==> src/rtl/sram_init_loader_if.sv <==
// sram_init_loader_if: byte-stream handshake and SRAM init-port bundle
interface sram_init_loader_if #(
  parameter int ADDR_W = 5,
  parameter int DATA_W = 32
);
  logic              byte_valid;
  logic [7:0]        byte_data;
  logic              byte_ready;
  logic              init_en;
  logic              init_we;
  logic [ADDR_W-1:0] init_addr;
  logic [DATA_W-1:0] init_data;
  modport master (
    input  byte_valid, byte_data,
    output byte_ready, init_en, init_we, init_addr, init_data
  );
  modport slave (
    output byte_valid, byte_data,
    input  byte_ready, init_en, init_we, init_addr, init_data
  );
endinterface

==> src/rtl/sram_init_loader.sv <==
// sram_init_loader: assembles a little-endian byte stream (or zeros) into SRAM init writes
module sram_init_loader #(
  parameter int DEPTH  = 32,
  parameter int ADDR_W = 5,
  parameter int DATA_W = 32
) (
  input  logic               clk,
  input  logic               rst_n,
  input  logic               start,
  input  logic               clear,
  input  logic               abort,
  sram_init_loader_if.master bus,
  output logic               busy,
  output logic               done,
  output logic [ADDR_W:0]    word_count
);
  typedef enum logic [2:0] {IDLE, LOAD, WRITE, ZERO, DONE} state_t;
  state_t            state, nxt_state;
  logic [ADDR_W-1:0] addr, nxt_addr;
  logic [1:0]        byte_idx, nxt_idx;
  logic [DATA_W-1:0] word, nxt_word;
  logic [ADDR_W:0]   nxt_cnt, cnt_inc;
  logic              last, act;
  assign last    = addr == ADDR_W'(DEPTH - 1);
  assign cnt_inc = word_count + (ADDR_W+1)'(word_count != (ADDR_W+1)'(DEPTH));
  always_comb begin
    nxt_state = state;
    nxt_addr  = addr;
    nxt_idx   = byte_idx;
    nxt_word  = word;
    nxt_cnt   = word_count;
    case (state)
      IDLE: begin
        if (clear) begin
          nxt_state = ZERO;
          nxt_addr  = '0;
          nxt_cnt   = '0;
        end else if (start) begin
          nxt_state = LOAD;
          nxt_addr  = '0;
          nxt_idx   = '0;
          nxt_cnt   = '0;
        end
      end
      LOAD: begin
        if (abort) begin
          nxt_state = IDLE;
          nxt_idx   = '0;
          nxt_word  = '0;
        end else if (bus.byte_valid && bus.byte_ready) begin
          nxt_word[8*byte_idx +: 8] = bus.byte_data;
          nxt_idx = byte_idx + 2'd1;
          nxt_state = byte_idx == 2'd3 ? WRITE : LOAD;
        end
      end
      WRITE, ZERO: begin
        // the write itself is already on the registered outputs; abort only stops what follows
        if (abort) begin
          nxt_state = IDLE;
          nxt_idx   = '0;
          nxt_word  = '0;
        end else begin
          nxt_cnt   = cnt_inc;
          nxt_state = last ? DONE : (state == WRITE ? LOAD : ZERO);
          nxt_addr  = last ? addr : addr + ADDR_W'(1);
        end
      end
      default: nxt_state = IDLE;
    endcase
  end
  assign act = nxt_state inside {LOAD, WRITE, ZERO};
  always_ff @(posedge clk) begin
    if (!rst_n) begin
      state          <= IDLE;
      addr           <= '0;
      byte_idx       <= '0;
      word           <= '0;
      word_count     <= '0;
      busy           <= 1'b0;
      done           <= 1'b0;
      bus.byte_ready <= 1'b0;
      bus.init_en    <= 1'b0;
      bus.init_we    <= 1'b0;
      bus.init_addr  <= '0;
      bus.init_data  <= '0;
    end else begin
      state          <= nxt_state;
      addr           <= nxt_addr;
      byte_idx       <= nxt_idx;
      word           <= nxt_word;
      word_count     <= nxt_cnt;
      busy           <= act;
      done           <= nxt_state == DONE;
      bus.byte_ready <= nxt_state == LOAD;
      bus.init_en    <= act;
      bus.init_we    <= nxt_state inside {WRITE, ZERO};
      bus.init_addr  <= act ? nxt_addr : '0;
      bus.init_data  <= nxt_state == WRITE ? nxt_word : '0;
    end
  end
endmodule

==> src/flat_wrapper.sv <==
// flat-port wrapper written by rule: the top's interface ports become plain ports
module sram_init_loader_flat 
#(
  parameter int DEPTH  = 32,
  parameter int ADDR_W = 5,
  parameter int DATA_W = 32
)
  (clk, rst_n, start, clear, abort, busy, done, word_count, bus_byte_valid, bus_byte_data, bus_byte_ready, bus_init_en, bus_init_we, bus_init_addr, bus_init_data);
  sram_init_loader_if #(.ADDR_W(ADDR_W), .DATA_W(DATA_W)) bus_i ();
  input  logic clk;
  input  logic rst_n;
  input  logic start;
  input  logic clear;
  input  logic abort;
  output logic busy;
  output logic done;
  output logic [ADDR_W:0] word_count;
  input wire logic [$bits(bus_i.byte_valid)-1:0] bus_byte_valid;
  input wire logic [$bits(bus_i.byte_data)-1:0] bus_byte_data;
  output wire logic [$bits(bus_i.byte_ready)-1:0] bus_byte_ready;
  output wire logic [$bits(bus_i.init_en)-1:0] bus_init_en;
  output wire logic [$bits(bus_i.init_we)-1:0] bus_init_we;
  output wire logic [$bits(bus_i.init_addr)-1:0] bus_init_addr;
  output wire logic [$bits(bus_i.init_data)-1:0] bus_init_data;
  assign bus_i.byte_valid = bus_byte_valid;
  assign bus_i.byte_data = bus_byte_data;
  assign bus_byte_ready = bus_i.byte_ready;
  assign bus_init_en = bus_i.init_en;
  assign bus_init_we = bus_i.init_we;
  assign bus_init_addr = bus_i.init_addr;
  assign bus_init_data = bus_i.init_data;
  sram_init_loader #(.DEPTH(DEPTH), .ADDR_W(ADDR_W), .DATA_W(DATA_W)) u_core (.clk(clk), .rst_n(rst_n), .start(start), .clear(clear), .abort(abort), .bus(bus_i), .busy(busy), .done(done), .word_count(word_count));
endmodule
==> config.mk <==
export PLATFORM = sky130hd
export DESIGN_NAME = sram_init_loader_flat
export DESIGN_NICKNAME = d
export VERILOG_FILES = /design/src/rtl/sram_init_loader_if.sv /design/src/rtl/sram_init_loader.sv /design/src/flat_wrapper.sv
export SDC_FILE = /design/constraint.sdc
export NUM_CORES = 1
export LEC_CHECK = 0
export BUFFER_PORTS_ARGS = -buffer_cell sky130_fd_sc_hd__buf_2
export CAP_MARGIN = 20
export CORE_AREA = 10 10 108 148
export DETAILED_ROUTE_END_ITERATION = 6
export DIE_AREA = 0 0 118 158
export SYNTH_ARGS = -nofsm -noshare
export SYNTH_HDL_FRONTEND = slang
export SYNTH_SLANG_ARGS = --single-unit
==> constraint.sdc <==
create_clock -name clk -period 3.6 [get_ports clk]
set_input_delay 0.18 -clock clk [delete_from_list [all_inputs] [get_ports clk]]
set_output_delay 0.18 -clock clk [all_outputs]
set_load 0.01 [all_outputs]
==> results.ini, run 1 <==
[run_status]
status=finished clean

[placement]
io_buffers=61
post-dp-hpwl_um=5980
placed_area_um2=3700
gp_congestion=0.772

[synthesis]
synthArstFlopShare_pct=0
ys_seq_elements=89
synth-edff-count=0
ys_seq_area_share_pct=55.1
synthesis.nets=348
synth_top_area_share_pct=55.1
syn_inst=325
synth.most_common_cell=dfxtp_1
synth_area_per_cell_um2=9.95
ys.flop_type=dfxtp_1
synth_largest_area_cell=dfxtp_1
ys_warn_count=0
yosys-top-cells-area=dfxtp_1 (55%), nor2_1 (7.4%), a22oi_1 (6.5%)
ys_types=45
synth_common_cells=dfxtp_1 (89), nor2_1 (64), a22oi_1 (28)
netlist_area_um2=3230

[routing]
drc=0
drt_iter0_drc=116
drt_pass1_iterations=4
via_per_inst=4.51
wirelength_um=8130
via_count=2577
antenna_left=0
wire_per_inst_um=14.2

[timing]
max_slew.worst_pin.slew_ps=672
timing_hold_violations_final=0
fin_crit_ps=2160
post-route-period-util_pct=60.1
setup_violations=0
finalMaxSlewViolations=0
setup_tns_ps=0
rsz0062_at_grt=no
finalClockSkew_ps=9.83
fmax_mhz=463
timing.slew.headroom_pct=54.9

[grt]
grt_antenna_before_repair=0
grt.total_usage_pct=8.66
grt_pass1_vias=2617
grt-ovfl-total=0
grt_pass1_wl_um=13200
grt_max_degree=39

[cts]
cts-buffers-inserted=9
numClockSinks=89
cts_resized=0
cts_tree=yes
clock_latency_ps=330
cts_buffer_depth=2
cts.htree.levels=3
cts_setup_buffers=0
cts-root-buf=clkbuf_16
cts_hold_buf=0
clk_pin_slew_ps=70

[critical_path]
start_kind=flip-flop
crit_fanout=9
end_kind=flip-flop
cp.required_ps=3870
cp_data_arrival_time_ps=2430
crit_type=flip-flop to flip-flop

[finish]
seqCellArea_um2=1780
multiInputGateArea_um2=1340
design_area_um2=4020
n_fill_cell=1439
fin_nets=408
layout-drive-gt1-share_pct=23.9
antenna_cells=0
area_delta_synth_final_pct=24.3

[worst_hold_path]
min_path_type=input pin to flip-flop

[die]
die_h_um=158
start_util_pct=24.4
die_x_um=118
core_um2=13300
dieArea_um2=18600
io-pin-count=62
num_rows=50

[power]
p_leak_nw=1.59
cellPowerDensity_nw_per_um2=509
vdd_drop_max_mv=0.255

[run]
cap_violations=0

## layout by cell type (no fill, tap or decap), types with 6 or more instances in the layout
cell | Yosys | final
ha_1 | 9 | 9
inv_1 | 10 | 10
nor2_1 | 64 | 64
nand2_1 | 10 | 10
buf_2 | 3 | 61
nor3_1 | 11 | 11
and2_1 | 6 | 6
nand4_1 | 6 | 6
clkbuf_16 | 0 | 9
a21oi_1 | 14 | 14
dfxtp_1 | 89 | 89
a22oi_1 | 28 | 28
## final timing paths
kind	endpoint	start	cells past startpoint	slack [ps]
max	u_core.bus.init_data[11]$_SDFF_PN0_	u_core.byte_idx[0]$_SDFFE_PN0P_	6	1440
min	u_core.word[4]$_SDFF_PN0_	bus_byte_data[4]	3	200
max reg2reg	u_core.bus.init_data[11]$_SDFF_PN0_	u_core.byte_idx[0]$_SDFFE_PN0P_	6	1440
min reg2reg	u_core.word[14]$_SDFF_PN0_	u_core.word[14]$_SDFF_PN0_	2	500
## cell type report
type	instances	area share [%]
well taps	182	5.67
clock inverters	6	1.68
multi-input cells	212	33.3
flip-flops and latches	89	44.3
repair buffers	63	8.47
clock buffers	9	5.60
inverters	10	0.934
## sequential cells by signal, summed over array words and instances, names as in the netlist
| register | cells |
|---|---|
| u_core.state | 3 |
| u_core.word | 32 |
| u_core.byte_idx | 2 |
| u_core.bus.init_en | 1 |
| u_core.done | 1 |
| u_core.word_count | 6 |
| u_core.bus.init_addr | 5 |
| u_core.bus.byte_ready | 1 |
| u_core.addr | 5 |
| u_core.bus.init_data | 32 |
| u_core.bus.init_we | 1 |
## power by group
group / switching [mW] / internal, mW
Combinational: 0.0849 / 0.0361
Sequential: 0.00932 / 0.992
Clock: 0.385 / 0.537
## through the flow
stage	instances	power (mW)	setup WS (ps)	hold WS (ps)	utilization [%]
2_1_floorplan	325	1.10	1750	346	-
3_3_place_gp	555	1.14	1540	482	27.9
3_5_place_dp	555	1.14	1470	488	27.9
4_1_cts	570	2.06	1440	194	30.1
5_1_grt	571	2.13	1260	206	30.3
6_report	571	2.05	1440	203	30.3
## routing by layer
layer | routed length [um] | share of wire [%] | vias up | global-route usage, %
met5 | 0 | 0 | - | 0
met4 | 63 | 0.77 | 0 | 3.13
met3 | 473 | 5.8 | 7 | 3.28
met2 | 3950 | 49 | 71 | 13.9
met1 | 3640 | 45 | 1225 | 10.3
li1 | - | - | 1274 | -
## worst max-delay path: stages, from the launching register on
cell,delay [ps]
dfxtp_1,480
inv_1,130
ha_1,440
inv_1,150
nor4_4,520
a22o_1,240
nor2b_2,130
## cell families (layout without fill, tap and decap cells)
logic type | Yosys count | after routing | share of synthesized area (%)
and+or+nand+nor | 130 | 130 | 22.2
adders and majority gates | 9 | 9 | 3.48
AOI/OAI and AO/OA | 73 | 73 | 15.7
buffers and inverters | 24 | 88 | 3.48
DFF | 89 | 89 | 55.1
(Power assumes the default switching activity.)
==> inputs of run 2 (changes only) <==
--- a/config.mk
+++ b/config.mk
@@ -5,11 +5,12 @@
 export SDC_FILE = /design/constraint.sdc
 export NUM_CORES = 1
 export LEC_CHECK = 0
+export ABC_AREA = 1
 export BUFFER_PORTS_ARGS = -buffer_cell sky130_fd_sc_hd__buf_2
 export CAP_MARGIN = 20
-export CORE_AREA = 10 10 108 148
+export CORE_AREA = 10 10 113 155
 export DETAILED_ROUTE_END_ITERATION = 6
-export DIE_AREA = 0 0 118 158
+export DIE_AREA = 0 0 123 165
 export SYNTH_ARGS = -nofsm -noshare
 export SYNTH_HDL_FRONTEND = slang
 export SYNTH_SLANG_ARGS = --single-unit
==> constraint.sdc (replaced) <==
create_clock -name clk -period 1.9 [get_ports clk]
set_input_delay 0.095 -clock clk [delete_from_list [all_inputs] [get_ports clk]]
set_output_delay 0.095 -clock clk [all_outputs]
set_load 0.01 [all_outputs]
==> results.ini, run 2 <==
[synthesis]
ys.flop_type=dfxtp_1
synth.most_common_cell=dfxtp_1
netlist_area_um2=3580
synthesis.nets=483
ys_seq_area_share_pct=49.8
synth-edff-count=0
ys_types=26
yosys-top-cells-area=dfxtp_1 (50%), a21oi_1 (8.8%), nand2_1 (8.0%)
synth_common_cells=dfxtp_1 (89), nand2_1 (76), nor2_1 (71)
synth_largest_area_cell=dfxtp_1
synth_area_per_cell_um2=7.78
ys_seq_elements=89
ys_warn_count=0
synthArstFlopShare_pct=0
synth_top_area_share_pct=49.8
syn_inst=460

[critical_path]
crit_fanout=20
cp_cell_sequence=nor2_1 > nand2_2 > inv_2 > nand3_1 > buf_4 > a21oi_1
crit_type=flip-flop to flip-flop
crit_family=buffers and inverters
path_buf_inv=2
start_kind=flip-flop
crit_slowest_cell=dfxtp_1
slowest_delay_ps=370
cp_data_arrival_time_ps=1950
end_kind=flip-flop
cp.required_ps=2150

[power]
internal-power_mw=3.09
p_clk_share_pct=42.6
p_leak_nw=1.84
seqPwrFrac_pct=45.8
combPwrFrac_pct=11.6
p_switching_mw=1.09
cellPowerDensity_nw_per_um2=939
vdd_drop_max_mv=0.368
p_sw_share_pct=26.0

[routing]
wire_per_inst_um=13.3
drt_iter0_drc=137
drt_pass1_iterations=4
drc=0
met1_length_um=4250
antenna_left=0
top_layer_used=met4
via_per_inst=4.42
wirelength_um=9660
wl_met2_um=4670
via_count=3202
met3WireLength_um=555

[finish]
antenna_cells=0
area_delta_synth_final_pct=24.3
final_core_util_pct=30.7
final_common_cell=dfxtp_1
layout-drive-gt1-share_pct=21.3
fin_nets=554
final_cell_mix=dfxtp_1 (89), nand2_1 (76), nor2_1 (70), a21oi_1 (63), buf_2 (61)
final-instance-count-excl-fill=725
top_regs=u_core.bus.init_data: 32 flops, u_core.word: 32 flops, u_core.word_count: 6 flops

[placement]
io_buffers=61
gp_congestion=0.883
post-dp-hpwl_um=7320
dp_cells=709

[cts]
cts.htree.levels=3
cts_buffer_depth=2
clock_latency_ps=340
numClockSinks=89
cts_tree=yes
clk_pin_slew_ps=60
cts-root-buf=clkbuf_16
cts_setup_buffers=0
cts-buffers-inserted=9

[timing]
finalClockSkew_ps=6.36
fin_crit_ps=1700
timing_hold_violations_final=0
fmax_mhz=590
max_slew.worst_pin.slew_ps=481
post-route-period-util_pct=89.2
setup_violations=0
setup_tns_ps=0
timing.slew.headroom_pct=67.9
finalMaxSlewViolations=0
rsz0062_at_grt=no

[grt]
grt_pass1_vias=3205
grt_pass1_wl_um=16000
grt.total_usage_pct=9.91
grt-ovfl-total=0
grt_antenna_before_repair=0
grt_max_degree=43

[die]
start_util_pct=24.7
num_rows=52
core_um2=14500
io-pin-count=62
die_x_um=123
dieArea_um2=20300
die_h_um=165

[worst_hold_path]
min_path_type=input pin to flip-flop

[run_status]
status=finished clean

[run]
cap_violations=0

run 2: cell count changes in the layout (fill, tap and decap cells not counted), sizes merged, moves of 6 or more:
cell    change
nand3      +26
buf        +14
nand2      +72
o21ai       +7
and2        -6
inv        +25
a22oi      -28
a21oi      +49
nor2       +16
o211ai      +6
o21a        +8
run 2: final timing paths:
path                               from                             endpoint  depth (start not counted)  slack (ps)
min reg2reg  u_core.word[27]$_SDFF_PN0_  u_core.bus.init_data[27]$_SDFF_PN0_                          2         470
max reg2reg  u_core.state[1]$_SDFF_PN0_  u_core.bus.init_data[12]$_SDFF_PN0_                          6         200
max          u_core.state[1]$_SDFF_PN0_  u_core.bus.init_data[12]$_SDFF_PN0_                          6         200
min                               rst_n           u_core.state[0]$_SDFF_PN0_                          3          70
run 2: kinds of logic after synthesis:
family,after synthesis,share of synthesized area (%)
AND/OR/NAND/NOR,212,26.0
AO/OA/AOI/OAI,96,14.6
buffers and inverters,54,6.50
flip-flops,89,49.8
adder cells (fa/ha/maj),9,3.14
run 2: timing repair:
action,CTS,global route
gates resized for setup,0,2
hold buffers,0,0
endpoints found under the setup margin,0,14
hold endpoints to repair,0,0
run 2: per-stage QoR:
stage	power, mW	hold slack (ps)	area (um^2)	setup slack, ps
5_1_grt	4.37	82.6	4450	2.74
2_1_floorplan	2.28	363	3580	65.5
4_1_cts	4.22	58.7	4450	109
3_3_place_gp	2.44	416	4150	184
6_report	4.18	67.4	4450	205
3_5_place_dp	2.44	419	4150	122
run 2: area by class of cell:
| class | count | area (um^2) |
|---|---|---|
| clock buffers | 12 | 246 |
| clock inverters | 4 | 51.3 |
| fillers | 1580 | 10100 |
| inverters | 37 | 139 |
| multi-input cells | 317 | 1570 |
| flip-flops and latches | 89 | 1780 |
| well taps | 189 | 236 |
| repair buffers | 77 | 425 |
run 2: routing by layer:
| layer | GRT usage, % | up-vias |
|---|---|---|
| met3 | 3.18 | 15 |
| met2 | 16.4 | 65 |
| met1 | 11.7 | 1464 |
| met4 | 3.66 | 0 |
| met5 | 0 | - |
| li1 | - | 1658 |
run 2: worst min-delay path, delay by kind of cell:
family,cells,cell delay [ps]
simple gates,1,80
buf+inv,2,190
run 2: power by group through the flow:
stage	clock, mW	combinational (mW)	sequential, mW
floorplan	0	0.323	1.96
global placement	0	0.480	1.96
detailed placement	0	0.484	1.96
CTS	1.82	0.486	1.91
global route	1.90	0.551	1.92
finish	1.78	0.484	1.91
==> inputs of run 3 (changes only) <==
--- a/config.mk
+++ b/config.mk
@@ -8,9 +8,10 @@
 export ABC_AREA = 1
 export BUFFER_PORTS_ARGS = -buffer_cell sky130_fd_sc_hd__buf_2
 export CAP_MARGIN = 20
-export CORE_AREA = 10 10 113 155
+export CORE_AREA = 10 10 138 127
+export CTS_BUF_LIST = sky130_fd_sc_hd__clkbuf_8
 export DETAILED_ROUTE_END_ITERATION = 6
-export DIE_AREA = 0 0 123 165
+export DIE_AREA = 0 0 148 137
 export SYNTH_ARGS = -nofsm -noshare
 export SYNTH_HDL_FRONTEND = slang
 export SYNTH_SLANG_ARGS = --single-unit
==> results.ini, run 3 (synthesis results as in run 2) <==
[critical_path]
cp.required_ps=2190
end_kind=flip-flop
r2r_setup_slack_ps=200
crit-reg2reg-launch=u_core.byte_idx[1]$_SDFFE_PN0P_
worstRegToRegCells=8
crit_fanout=7
start_kind=flip-flop
cp_data_arrival_time_ps=1990
r2r-end=u_core.word[14]$_SDFF_PN0_
crit_type=flip-flop to flip-flop

[routing]
via_count=3127
drt_iter0_drc=238
via_per_inst=4.27
wire_per_inst_um=12.7
antenna_left=0
drc=0
wirelength_um=9270
drt_pass1_iterations=4

[die]
num_rows=42
start_util_pct=24.5
io-pin-count=62
dieArea_um2=20300
die_h_um=137
die_x_um=148
core_um2=14600

[placement]
gp_congestion=0.831
dp_cells=716
io_buffers=61
post-dp-hpwl_um=6890
place_ws_ps=197

[cts]
cts-buffers-inserted=9
cts-root-buf=clkbuf_8
cts_tree=yes
cts_setup_buffers=0
cts.htree.levels=3
clock_latency_ps=360
clk_pin_slew_ps=90
numClockSinks=89
cts_hold_buf=0
cts_buffer_depth=2

[run]
cap_violations=0

[timing]
whs_ps=57.2
post-route-period-util_pct=89.4
setup_tns_ps=0
max_slew.worst_pin.slew_ps=390
finalClockSkew_ps=12.6
timing_hold_violations_final=0
fin_crit_ps=1700
timing.slew.headroom_pct=73.8
rsz0062_at_grt=no
worst_slack_ps=202
finalMaxSlewViolations=0
fmax_mhz=589
setup_violations=0

[power]
p_leak_nw=1.81
cellPowerDensity_nw_per_um2=882
vdd_drop_max_mv=0.288
total_power_mw=3.88

[worst_hold_path]
hold_path_depth=3
min_path_type=input pin to flip-flop
min_to=u_core.state[0]$_SDFF_PN0_
hp-start=rst_n

[grt]
grt.total_usage_pct=9.17
grt_pass1_wl_um=15200
grt_antenna_before_repair=0
grt_max_degree=33
grt_pass1_vias=3002
grt-ovfl-total=0

[finish]
top_regs=u_core.bus.init_data: 32 flops, u_core.word: 32 flops, u_core.word_count: 6 flops
layout-drive-gt1-share_pct=21.2
fin_nets=552
area_delta_synth_final_pct=22.8
final_cell_mix=dfxtp_1 (89), nand2_1 (76), nor2_1 (70), a21oi_1 (63), buf_2 (61)
antenna_cells=0
final-instance-count-excl-fill=732
final_common_cell=dfxtp_1

[run_status]
status=finished clean

[run 3: changes by cell type in the layout (fill, tap and decap cells not counted), sizes merged]
cell / change
clkbuf: -1
bufinv: +1
buf: -2
[run 3: final cells by class]
cell class                      count  area [um^2]
Inverter                           37          139
Clock buffer                       11          151
Timing Repair Buffer               75          423
Fill cell                        1611        10200
Sequential cell                    89         1780
Clock inverter                      5         85.1
Multi-Input combinational cell    317         1570
Tap cell                          198          248
[run 3: through the flow]
step,area [um^2],utilization [%]
6_report,4400,30.1
5_1_grt,4400,30.1
4_1_cts,4390,30.1
3_5_place_dp,4160,28.5
3_3_place_gp,4160,28.5
2_1_floorplan,3580,-
[run 3: how the worst max path moves through the flow]
stage | start | to | slack (ps) | cells after the start
after global routing | u_core.byte_idx[0]$_SDFFE_PN0P_ | u_core.bus.init_data[25]$_SDFF_PN0_ | 2 | 7
final | u_core.byte_idx[1]$_SDFFE_PN0P_ | u_core.word[14]$_SDFF_PN0_ | 200 | 8
after global placement | u_core.byte_idx[0]$_SDFFE_PN0P_ | u_core.bus.init_data[6]$_SDFF_PN0_ | 210 | 7
after detailed placement | u_core.byte_idx[0]$_SDFFE_PN0P_ | u_core.word[4]$_SDFF_PN0_ | 200 | 7
after floorplan | u_core.byte_idx[0]$_SDFFE_PN0P_ | u_core.word[5]$_SDFF_PN0_ | 70 | 8
after CTS | u_core.byte_idx[0]$_SDFFE_PN0P_ | u_core.bus.init_data[0]$_SDFF_PN0_ | 160 | 7
[run 3: power by group]
part           total, mW  switching, mW  internal (mW)
clock               1.50          0.678          0.820
combinational      0.468          0.328          0.140
sequential          1.91         0.0210           1.89
[run 3: repair_timing]
action                                 4_1_cts  5_1_grt
endpoints found under the hold margin        0        0
setup endpoints to repair                    0       13
gates resized for setup                      0        1
[run 3: metal layers]
| metal | vias to the layer above | global-route usage (%) | part of all wire (%) |
|---|---|---|---|
| met4 | 0 | 4.24 | 2.0 |
| met5 | - | 0 | 0 |
| met3 | 10 | 2.48 | 4.4 |
| met1 | 1398 | 11.9 | 50 |
| met2 | 71 | 13.9 | 44 |
| li1 | 1648 | - | - |
[run 3: worst max-delay path, stage by stage, from the launching register on]
cell and delay (ps):
dfxtp_1 370, inv_1 110, ha_1 420, inv_1 100
nor2_1 100, inv_1 60, o21ai_0 190, o211ai_1 150
a21oi_1 150
